**src/rtl/matmul_csr_pkg.sv**
```systemverilog
// Shared constants for the matrix-multiply CSR block: register map, STATUS bits,
// CTRL field offsets derived from the dimension width, and the run-state encoding.
package matmul_csr_pkg;

    localparam logic [1:0] ADDR_CTRL   = 2'd0;
    localparam logic [1:0] ADDR_STATUS = 2'd1;
    localparam logic [1:0] ADDR_CYCLES = 2'd2;
    localparam logic [1:0] ADDR_IRQ_EN = 2'd3;

    localparam int unsigned STAT_BUSY = 32'd0;
    localparam int unsigned STAT_DONE = 32'd1;
    localparam int unsigned STAT_ERR  = 32'd2;
    localparam int unsigned STAT_IRQ  = 32'd3;

    localparam int unsigned CTRL_START    = 32'd0;
    localparam int unsigned CTRL_MODE     = 32'd1;
    localparam int unsigned CTRL_WR_TGT   = 32'd2;
    localparam int unsigned CTRL_RD_TGT   = 32'd4;
    localparam int unsigned CTRL_DATAFLOW = 32'd6;
    localparam int unsigned CTRL_DIM_N    = 32'd8;

    function automatic int unsigned ctrl_dim_k(input int unsigned dim_w);
        return 32'd8 + dim_w;
    endfunction

    function automatic int unsigned ctrl_dim_m(input int unsigned dim_w);
        return 32'd8 + 32'd2 * dim_w;
    endfunction

    function automatic int unsigned ctrl_reload_a(input int unsigned dim_w);
        return 32'd8 + 32'd3 * dim_w;
    endfunction

    function automatic int unsigned ctrl_reload_b(input int unsigned dim_w);
        return 32'd9 + 32'd3 * dim_w;
    endfunction

    function automatic int unsigned ctrl_w(input int unsigned dim_w);
        return 32'd10 + 32'd3 * dim_w;
    endfunction

    typedef enum logic [0:0] {
        IDLE = 1'b0,
        RUN  = 1'b1
    } state_e;

endpackage

```
**src/rtl/matmul_csr_cycle_cnt.sv**
```systemverilog
// Saturating run-cycle counter; clear has priority over enable.
module matmul_csr_cycle_cnt #(
    parameter int unsigned CNT_W = 32
) (
    input  logic             clk_i,
    input  logic             rst_ni,
    input  logic             clr_i,
    input  logic             en_i,
    output logic [CNT_W-1:0] cnt_o
);

    logic [CNT_W-1:0] cnt_r;

    // Counter register: clear, then saturating increment.
    always_ff @(posedge clk_i) begin
        if (!rst_ni) begin
            cnt_r <= '0;
        end else if (clr_i) begin
            cnt_r <= '0;
        end else if (en_i && (cnt_r != {CNT_W{1'b1}})) begin
            cnt_r <= cnt_r + {{(CNT_W-1){1'b0}}, 1'b1};
        end else begin
            cnt_r <= cnt_r;
        end
    end

    assign cnt_o = cnt_r;

endmodule

```
**src/rtl/matmul_csr_ctrl.sv**
```systemverilog
// Host-facing CSR file for the matrix-multiply core: CTRL/STATUS/CYCLES/IRQ_EN,
// launch pulse generation, configuration lock while running, and done interrupt.
module matmul_csr_ctrl
    import matmul_csr_pkg::*;
#(
    parameter  int unsigned DATA_W = 32,
    parameter  int unsigned DIM_W  = 2,
    parameter  int unsigned CNT_W  = 32,
    localparam int unsigned CTRL_W = ctrl_w(DIM_W)
) (
    input  logic              clk_i,
    input  logic              rst_ni,
    input  logic              wr_en_i,
    input  logic              rd_en_i,
    input  logic [1:0]        addr_i,
    input  logic [DATA_W-1:0] wdata_i,
    output logic [DATA_W-1:0] rdata_o,
    output logic              rvalid_o,
    output logic              wr_err_o,
    input  logic              done_i,
    output logic              start_o,
    output logic              busy_o,
    output logic [CTRL_W-1:0] cfg_o,
    output logic              irq_o
);

    state_e            state_r, state_s;
    logic [CTRL_W-1:0] ctrl_r;
    logic              done_sticky_r, err_sticky_r, irq_en_r, irq_r;
    logic              start_r, wr_err_r, rvalid_r;
    logic [DATA_W-1:0] rdata_r, rd_mux_s;
    logic [CNT_W-1:0]  cnt_s;
    logic              ctrl_wr_s, status_wr_s, irq_en_wr_s, busy_s;
    logic              launch_s, finish_s, reject_s, ctrl_load_s;
    logic              unused_wdata_s;

    assign ctrl_wr_s      = wr_en_i && (addr_i == ADDR_CTRL);
    assign status_wr_s    = wr_en_i && (addr_i == ADDR_STATUS);
    assign irq_en_wr_s    = wr_en_i && (addr_i == ADDR_IRQ_EN);
    assign busy_s         = (state_r == RUN);
    assign unused_wdata_s = ^wdata_i;

    // Next-state and write-acceptance decisions, based on the current state only.
    always_comb begin
        state_s     = state_r;
        launch_s    = 1'b0;
        finish_s    = 1'b0;
        reject_s    = 1'b0;
        ctrl_load_s = 1'b0;
        case (state_r)
            IDLE: begin
                if (ctrl_wr_s) begin
                    ctrl_load_s = 1'b1;
                    if (wdata_i[CTRL_START]) begin
                        launch_s = 1'b1;
                        state_s  = RUN;
                    end else begin
                        state_s  = IDLE;
                    end
                end else begin
                    state_s = IDLE;
                end
            end
            RUN: begin
                reject_s = ctrl_wr_s;
                if (done_i) begin
                    finish_s = 1'b1;
                    state_s  = IDLE;
                end else begin
                    state_s  = RUN;
                end
            end
            default: state_s = IDLE;
        endcase
    end

    // State, CTRL, sticky flags, interrupt and pulse registers.
    always_ff @(posedge clk_i) begin
        if (!rst_ni) begin
            state_r       <= IDLE;
            ctrl_r        <= '0;
            done_sticky_r <= 1'b0;
            err_sticky_r  <= 1'b0;
            irq_en_r      <= 1'b0;
            irq_r         <= 1'b0;
            start_r       <= 1'b0;
            wr_err_r      <= 1'b0;
        end else begin
            state_r  <= state_s;
            start_r  <= launch_s;
            wr_err_r <= reject_s;
            irq_r    <= done_sticky_r & irq_en_r;
            if (ctrl_load_s) begin
                ctrl_r <= wdata_i[CTRL_W-1:0];
            end else if (finish_s) begin
                ctrl_r[CTRL_START] <= 1'b0;
            end else begin
                ctrl_r <= ctrl_r;
            end
            // Set beats a coincident write-1-to-clear.
            if (finish_s) begin
                done_sticky_r <= 1'b1;
            end else if (launch_s || (status_wr_s && wdata_i[STAT_DONE])) begin
                done_sticky_r <= 1'b0;
            end else begin
                done_sticky_r <= done_sticky_r;
            end
            if (reject_s) begin
                err_sticky_r <= 1'b1;
            end else if (status_wr_s && wdata_i[STAT_ERR]) begin
                err_sticky_r <= 1'b0;
            end else begin
                err_sticky_r <= err_sticky_r;
            end
            if (irq_en_wr_s) begin
                irq_en_r <= wdata_i[0];
            end else begin
                irq_en_r <= irq_en_r;
            end
        end
    end

    // Read multiplexer over the pre-write register values.
    always_comb begin
        rd_mux_s = '0;
        case (addr_i)
            ADDR_CTRL:   rd_mux_s[CTRL_W-1:0] = ctrl_r;
            ADDR_STATUS: begin
                rd_mux_s[STAT_BUSY] = busy_s;
                rd_mux_s[STAT_DONE] = done_sticky_r;
                rd_mux_s[STAT_ERR]  = err_sticky_r;
                rd_mux_s[STAT_IRQ]  = irq_r;
            end
            ADDR_CYCLES: rd_mux_s[CNT_W-1:0] = cnt_s;
            ADDR_IRQ_EN: rd_mux_s[0] = irq_en_r;
            default:     rd_mux_s = '0;
        endcase
    end

    // Registered read port; data holds while no read is issued.
    always_ff @(posedge clk_i) begin
        if (!rst_ni) begin
            rdata_r  <= '0;
            rvalid_r <= 1'b0;
        end else begin
            rvalid_r <= rd_en_i;
            if (rd_en_i) begin
                rdata_r <= rd_mux_s;
            end else begin
                rdata_r <= rdata_r;
            end
        end
    end

    matmul_csr_cycle_cnt #(
        .CNT_W (CNT_W)
    ) u_cycle_cnt (
        .clk_i  (clk_i),
        .rst_ni (rst_ni),
        .clr_i  (launch_s),
        .en_i   (busy_s),
        .cnt_o  (cnt_s)
    );

    assign rdata_o  = rdata_r;
    assign rvalid_o = rvalid_r;
    assign wr_err_o = wr_err_r;
    assign start_o  = start_r;
    assign busy_o   = busy_s;
    assign cfg_o    = ctrl_r;
    assign irq_o    = irq_r;

endmodule

```
**config.mk**
```make
export PLATFORM = sky130hd
export DESIGN_NAME = matmul_csr_ctrl
export DESIGN_NICKNAME = d
export VERILOG_FILES = /design/src/rtl/matmul_csr_pkg.sv /design/src/rtl/matmul_csr_cycle_cnt.sv /design/src/rtl/matmul_csr_ctrl.sv
export SDC_FILE = /design/constraint.sdc
export NUM_CORES = 1
export LEC_CHECK = 0
export ABC_AREA = 1
export BUFFER_PORTS_ARGS = -buffer_cell sky130_fd_sc_hd__buf_2
export CORE_ASPECT_RATIO = 0.9
export CORE_MARGIN = 1
export CORE_UTILIZATION = 25
export CTS_CLUSTER_DIAMETER = 60
export CTS_CLUSTER_SIZE = 16
export DETAILED_ROUTE_END_ITERATION = 10
export GPL_ROUTABILITY_DRIVEN = 1
export PLACE_DENSITY = 0.43
export SYNTH_ARGS = -nofsm -noshare
export SYNTH_HDL_FRONTEND = slang
export SYNTH_HIERARCHICAL = 1
export SYNTH_SLANG_ARGS = --single-unit
```
**constraint.sdc**
```tcl
create_clock -name clk_i -period 1.6 [get_ports clk_i]
set_input_delay 0 -clock clk_i [delete_from_list [all_inputs] [get_ports clk_i]]
set_output_delay 0 -clock clk_i [all_outputs]
set_load 0.005 [all_outputs]
```
# --- Word-level counts from Yosys, hierarchy flattened ---
# Cells that the tools add are included.
# Widths: inputs -> output; s select.
classes:
  n_eq_ne: 4
  n_reduce_logical: 12
  muxes: 20
  n_addsub: 1
  n_bitwise: 3
op_table:
  columns: ["cell", "n"]
  rows:
  - ["$add 32x1->32 const B", 1]
  - ["$ne 32x32->1 const B", 1]
  - ["$pmux 12 s2", 1]
  - ["$mux 16", 1]
  - ["$mux 1", 15]
  - ["$pmux 3 s3", 1]
  - ["$logic_and 1x1->1", 6]
  - ["$reduce_bool 2->1", 3]
  - ["$eq 2x2->1 const B", 2]
  - ["$pmux 1 s4", 1]
  - ["$eq 2x1->1 const B", 1]
  - ["$logic_not 2->1", 1]
  - ["$not 1->1", 2]
  - ["$pmux 1 s2", 1]
  - ["$reduce_or 2->1", 1]
  - ["$and 1x1->1", 1]
  - ["$logic_or 1x1->1", 1]
totals:
  inputBits: 39
  wordCells: 52
  register_bits: 88
  out_inout_bits: 53

# --- Depth between registers and ports, before layout ---
# Gate-level depths: netlist of the first run.
logic_depth:
  depth_word: 7
  ltp_mapped: 11
  ltp_nobuf: 11

# --- Modules after synthesis ---
# The synthesis of the first run kept the hierarchy.
by_module_without_submodules:
  columns: ["mod", "seq_area_each_um2", "cells_per_inst", "area_per_inst_um2", "instances"]
  rows:
  - ["matmul_csr_ctrl", 1121.1, 296, 2273.4, 1]
  - ["matmul_csr_cycle_cnt", 640.6, 332, 2069.5, 1]

# --- Least setup slack after synthesis of the first run ---
# No wires, ideal clock.
synth_timing:
  path_kind: "reg2reg"
  from: "register state_r (netlist: busy_o)"
  to: "register u_cycle_cnt.cnt_r[11] (netlist: u_cycle_cnt/cnt_o[11])"
  t_required_ns: 1.536
  t_arrival_ns: 1.654
  path_stages_with_launch: 9
  setup_ns: 0.064
  period_less_slack_ns: 1.718
  path_buffers: 2
  path_slack_ns: -0.118
  cell_sequence: "dfxtp_1 > clkinv_1 > nand4_1 > inv_1 > nor2_1 > clkbuf_1 > buf_4 > nand2_1 > nor2_1"
synth_via:
  elab_chain_cells: 2
  word_cells_on_any_way: 3
  classes_between: "mux: 1; reduce/logical: 2"
synth_rtl:
  columns: ["element", "line", "rtl"]
  rows:
  - ["start: declaration", "matmul_csr_ctrl.sv:27", "state_e state_r, state_s;"]
  - ["start signal: assignment", "matmul_csr_ctrl.sv:89", "state_r <= state_s;"]
  - ["$mux 1", "matmul_csr_ctrl.sv:50", "case (state_r)"]
  - ["net launch_s", "matmul_csr_ctrl.sv:34", "logic launch_s, finish_s, reject_s, ctrl_load_s;"]
  - ["$reduce_or 2->1 (no source line)", null, null]
  - ["end signal: assignment", "matmul_csr_cycle_cnt.sv:21", "cnt_r <= cnt_r + {{(CNT_W-1){1'b0}}, 1'b1};"]
  - ["end signal: assignment", "matmul_csr_cycle_cnt.sv:23", "cnt_r <= cnt_r;"]
  - ["end: declaration", "matmul_csr_cycle_cnt.sv:12", "logic [CNT_W-1:0] cnt_r;"]
# The timed path passes the listed nets, and every way through them passes these cells.
# A chain may end at the register's enable or synchronous reset.

# --- Worst setup path after layout of the first run ---
layout_timing:
  from: "register u_cycle_cnt.cnt_r[1] (netlist: u_cycle_cnt/cnt_o[1])"
  to: "register u_cycle_cnt.cnt_r[16] (netlist: u_cycle_cnt/cnt_o[16])"
layout_via:
  elab_chain_cells: 2
  word_cells_on_any_way: 3
  classes_between: "add/sub: 1; eq/ne: 1; reduce/logical: 1"
layout_rtl:
  columns: ["element"]
  rows:
  - ["branches (longest 2 deep; another with $add 32x1->32)"]
# Parallel ways; which one is timed is not known.

==> results of run 1 <==
[sequential cells by signal, indices dropped and copies added (netlist names)]
name	flops
rdata_o	32
u_cycle_cnt/cnt_o	32
cfg_o	16
busy_o	1
done_sticky_r	1
err_sticky_r	1
irq_en_r	1
irq_o	1
rvalid_o	1
start_o	1
wr_err_o	1
[final cells by class]
type                       count  area (µm²)  share of cell area (%)
multi-input combinational    455        2280                    37.9
sequential                    88        1770                    29.4
timing repair buffer         164        1160                    19.2
tap                          235         294                    4.87
clock buffer                  12         256                    4.25
inverter                      57         215                    3.57
clock inverter                 4        52.6                   0.871
[layout by cell type (no fill, tap or decap), drive strengths merged]
master,n
or2,1
clkbuf,12
clkinv,5
a21oi,62
o21ai,20
and3,1
nand4,7
nor3b,1
nor2,89
xor2,2
buf,144
nor3,7
o211ai,12
and2,1
nand2,172
nand3,75
dfxtp,88
nand3b,3
o22ai,1
dlygate4sd3,20
ha,1
inv,55
bufinv,1
[worst paths after layout]
path	from	endpoint	cells after the start
min reg2reg	irq_en_r	irq_o	2
min	addr_i[1]	irq_en_r	3
max reg2reg	u_cycle_cnt/cnt_o[1]	u_cycle_cnt/cnt_o[16]	10
max	u_cycle_cnt/cnt_o[1]	u_cycle_cnt/cnt_o[16]	10
[per-stage QoR]
| stage | total power (W) | instance area [µm²] |
|---|---|---|
| 2_1_floorplan | 0.00252 | 4350 |
| 5_1_grt | 0.00506 | 6030 |
| 6_report | 0.00485 | 6030 |
| 3_5_place_dp | 0.00267 | 5400 |
| 3_3_place_gp | 0.00267 | 5400 |
| 4_1_cts | 0.00493 | 5930 |
[kinds of logic (layout without fill, tap and decap cells)]
family,after synthesis,after routing
compound gates,95,95
flops,88,88
xor+xnor,2,2
fa+ha+maj,1,1
buf+inv,85,237
simple gates,357,357
[repair_timing]
action | in CTS | in global routing
hold endpoints to repair | 21 | 0
pin swaps | 1 | 6
hold buffers | 20 | 0
endpoints found under the setup margin | 4 | 30
gates resized for setup | 6 | 34
[synthesized netlist by cell type, drive strengths merged, types with 2 or more instances]
library cell,number,share of area (%)
nand2,172,16
nor2,89,9.4
dfxtp,88,41
nand3,75,9.6
a21oi,62,7.2
inv,55,4.8
o21ai,20,2.3
buf,16,3.1
clkbuf,12,1.0
o211ai,12,2.1
nand4,7,1.0
nor3,7,0.81
nand3b,3,0.52
clkinv,2,0.17
xor2,2,0.40
[layer usage]
metal	track usage, %	share of wire [%]	vias to the layer above
li1	-	-	2340
met1	19.8	48	2035
met2	25.7	47	90
met3	3.45	3.6	15
met4	4.60	1.3	0
met5	0	0	-
[power by group through the flow]
stage / clock [W] / combinational, W / sequential [W]
after global routing: 0.00235 / 0.000428 / 0.00228
after CTS: 0.00227 / 0.000380 / 0.00228
after detailed placement: 0 / 0.000341 / 0.00233
after floorplan: 0 / 0.000192 / 0.00233
final: 0.00220 / 0.000377 / 0.00228
after global placement: 0 / 0.000340 / 0.00233
[tightest hold or removal path: cells and delay by family]
family	cells	cell delay (ns)
buffers and inverters	1	0.17
and+or+nand+nor	1	0.10
AOI/OAI and AO/OA	1	0.06
==> impl_metrics.ini, run 1 <==
[status]
status = finished, final reports clean

[die]
rows = 45
die_w_um = 141
die_h_um = 127
io_pins = 92
start_util_pct = 25.6
die_area_um2 = 17900
core_area_um2 = 16900

[flow_run]
drv_cap = 0

[sta]
setup_violations = 0
whs_ns = 0.0430
hold_violations = 0
finalSetupTns_ns = 0
finalWorstSetupSlack_ns = 0.0607
finClkSkew_ns = 0.00684
fin_crit_ns = 1.54
tightest_slew_ns = 0.487
report.final.slew_viol_count = 0
rsz0062_at_grt = true
fmax_mhz = 650
fin_crit_sh_pct = 96.2
relSlewSlack_pct = 67.5

[final_layout]
drive_above_1_share_pct = 28.6
diodes = 0
area_growth_pct = 39.0
nFillCells = 1870
finish.net_count = 815
final_cells = 1015
fin_util_pct = 35.6

[yosys]
syn_area_um2 = 4340
synthFlopType = dfxtp_1
ys_types = 34
async_flop_share_pct = 0
synth_compound_area_share_pct = 11.8
yosysWarnings = 6
synth_fa_ha_area_share_pct = 0.288
synth_xor_area_share_pct = 0.403
syn_inst = 628
syn_avg_cell_area_um2 = 6.92
seq_area_frac_synth_pct = 40.6
ys_ff_latch = 88
synthSimpleGateAreaFrac_pct = 37.9
synth-edff-count = 0
synth_fp_nets = 668
synth_top_family_by_area = simple AND/OR/NAND/NOR gates
synthMuxAreaShare_pct = 0

[setup_path]
crit_required_ns = 1.84
crit_buf_inv = 2
cpPeakStageDelay_ns = 0.37
reg2reg_slack_ns = 0.06
start_kind = flip-flop
crit_type = reg2reg
critical_path.slowest_cell = dfxtp_2
worst_setup_path_end_kind = flip-flop
path_common_cell = buf_4
cp_max_fo = 3
cp_top_family = simple AND/OR/NAND/NOR gates
cp.arrival_ns = 1.78
path_cells = ha_4, nand2_2, nor2_4, nand2_4, buf_4, nor3_4, buf_4, nand3_1, nand2_1, nor2_1

[clocking]
clk_latency_ns = 0.35
clk_pin_slew_ns = 0.06
h-tree-depth = 3
postCtsSetupRepairBufs = 0
cts_sinks = 88
cts_inserted_buffers = 9
cts-root-buf = clkbuf_16
cts_max_path_buffers = 2
cts_tree = yes

[power]
swShare_pct = 23.5
clkPwrFrac_pct = 45.3
p_sw_w = 0.00114
power_frac_seq_pct = 47.0
p_int_w = 0.00371
p_leak_nw = 2.63
p_per_area_nw_per_um2 = 805
p_comb_share_pct = 7.8
irDropWorstVdd_uv = 501

[global_routing]
grt.overflow.total = 0
grt_first_pass_wirelength_um = 21700
grt_max_degree = 64
antenna_found_initial = 0
grt_pass1_vias = 4290
grtUsageTotal_pct = 15.4

[place]
place.gp.congestion = 0.863
dp.cells = 979
dp_hpwl_um = 10000
place_worst_setup_slack_ns = -0.101
portBuffers = 75

[detailed_routing]
viasPerCell = 4.41
wirelength_um = 13300
ant_nets = 0
avgRoutedWirePerCell_um = 13.1
vias = 4480
dr.first_iter.drc_count = 290
dr.pass1.iters = 5
drc = 0

[min_path]
hold_path.class = in2reg
Note: power is estimated with default switching activity, not from simulation.
==> inputs of run 2 (changes only) <==
--- a/config.mk
+++ b/config.mk
@@ -14,6 +14,7 @@
 export CTS_CLUSTER_SIZE = 16
 export DETAILED_ROUTE_END_ITERATION = 10
 export GPL_ROUTABILITY_DRIVEN = 1
+export MAX_ROUTING_LAYER = met4
 export PLACE_DENSITY = 0.43
 export SYNTH_ARGS = -nofsm -noshare
 export SYNTH_HDL_FRONTEND = slang
==> run 2 against run 1 <==
Routed wire length barely moved. Core utilization did not move. Critical path depth did not move. Via count fell by 0.38%. Sequential power barely moved. Hold slack barely moved.
==> impl_metrics.ini, run 2 (synthesized netlist as in run 1, its figures left out) <==
[sta]
hold_violations = 0
relSlewSlack_pct = 69.3
tightest_slew_ns = 0.460
finalWorstSetupSlack_ns = 0.0569
fmax_mhz = 648
setup_violations = 0
fin_crit_sh_pct = 96.4
report.final.slew_viol_count = 0
fin_crit_ns = 1.54
finalSetupTns_ns = 0
finClkSkew_ns = 0.00703
rsz0062_at_grt = true

[place]
dp_hpwl_um = 10000
portBuffers = 75
place_area_um2 = 5400
dp.cells = 979
place.gp.congestion = 0.876
place_worst_setup_slack_ns = -0.101

[global_routing]
antenna_found_initial = 0
grt.overflow.total = 0
grt_pass1_vias = 4296
grt_max_degree = 64
grtUsageTotal_pct = 15.8
grt_first_pass_wirelength_um = 21700

[final_layout]
fin_area_um2 = 6030
finish.net_count = 815
mostFrequentLayoutCells = nand2_1, dfxtp_1, buf_2, nand3_1, nor2_1
fin_util_pct = 35.6
area_growth_pct = 39.0
layout_commonest_cell = nand2_1
multi_input_area_um2 = 2280
final_cells = 1015
diodes = 0
drive_above_1_share_pct = 28.6
nFillCells = 1870
seqCellArea_um2 = 1770

[die]
die_w_um = 141
die_h_um = 127
io_pins = 92
die_area_um2 = 17900
rows = 45
core_area_um2 = 16900
start_util_pct = 25.6

[detailed_routing]
dr.first_iter.drc_count = 277
wirelength_um = 13200
dr.pass1.iters = 5
ant_nets = 0
avgRoutedWirePerCell_um = 13.1
vias = 4463
viasPerCell = 4.40
drc = 0

[setup_path]
crit_type = reg2reg
path_cells = ha_4, nand2_2, nor2_4, nand2_4, buf_4, nor3_4, buf_4, nand3_1, nand2_1, nor2_1
critical_path.slowest_cell = dfxtp_2
crit_required_ns = 1.84
cpPeakStageDelay_ns = 0.37
cp_max_fo = 3
cp.arrival_ns = 1.78
worst_setup_path_end_kind = flip-flop
start_kind = flip-flop
path_common_cell = buf_4

[clocking]
cts_sinks = 88
cts_tree = yes
cts_inserted_buffers = 9
clk_latency_ns = 0.35
cts_max_path_buffers = 2
clk_pin_slew_ns = 0.06
postCtsSetupRepairBufs = 0
cts-root-buf = clkbuf_16
h-tree-depth = 3

[status]
status = finished, final reports clean

[power]
p_leak_nw = 2.63
irDropWorstVdd_uv = 501
p_per_area_nw_per_um2 = 805

[flow_run]
drv_cap = 0

[min_path]
hold_path.class = in2reg
run 2: area by class of cell:
cell class                      count  share of cell area [%]
Multi-Input combinational cell    455                    37.9
Sequential cell                    88                    29.4
Timing Repair Buffer              164                    19.2
Tap cell                          235                    4.87
Clock buffer                       12                    4.25
Inverter                           57                    3.57
Clock inverter                      4                   0.871
run 2: worst paths after layout:
check / to / from / cells past startpoint / slack [ns]
max: u_cycle_cnt/cnt_o[16] / u_cycle_cnt/cnt_o[1] / 10 / 0.06
min: irq_en_r / addr_i[1] / 3 / 0.04
max reg2reg: u_cycle_cnt/cnt_o[16] / u_cycle_cnt/cnt_o[1] / 10 / 0.06
min reg2reg: irq_o / irq_en_r / 2 / 0.45
run 2: where the power goes:
group	switching [W]	internal, W
clock network	0.000900	0.00130
logic	0.000208	0.000168
registers	0.0000338	0.00225
total	0.00114	0.00371
run 2: repair_timing:
action | 4_1_cts | 5_1_grt
pin swaps | 1 | 6
endpoints found under the hold margin | 21 | 0
resized for setup | 6 | 34
hold buffers | 20 | 0
endpoints found under the setup margin | 4 | 30
run 2: stage by stage:
step	hold WS (ns)	total power (W)
after floorplan	0.114	0.00252
after global routing	0.0840	0.00506
final	0.0429	0.00486
after detailed placement	0.264	0.00267
after CTS	0.0270	0.00493
after global placement	0.265	0.00267
run 2: worst max-delay path, delay by kind of cell (launching register included):
kind	cells	cell delay, ns
and+or+nand+nor	7	0.64
buffers and inverters	2	0.29
adders and majority gates	1	0.15
DFF	1	0.37
run 2: per-layer routing:
layer	global-route usage, %	part of all wire, %	vias up
li1	-	-	2334
met1	19.7	48	2021
met2	25.7	47	94
met3	3.41	3.9	14
met4	4.60	1.4	0
met5	-	0	-
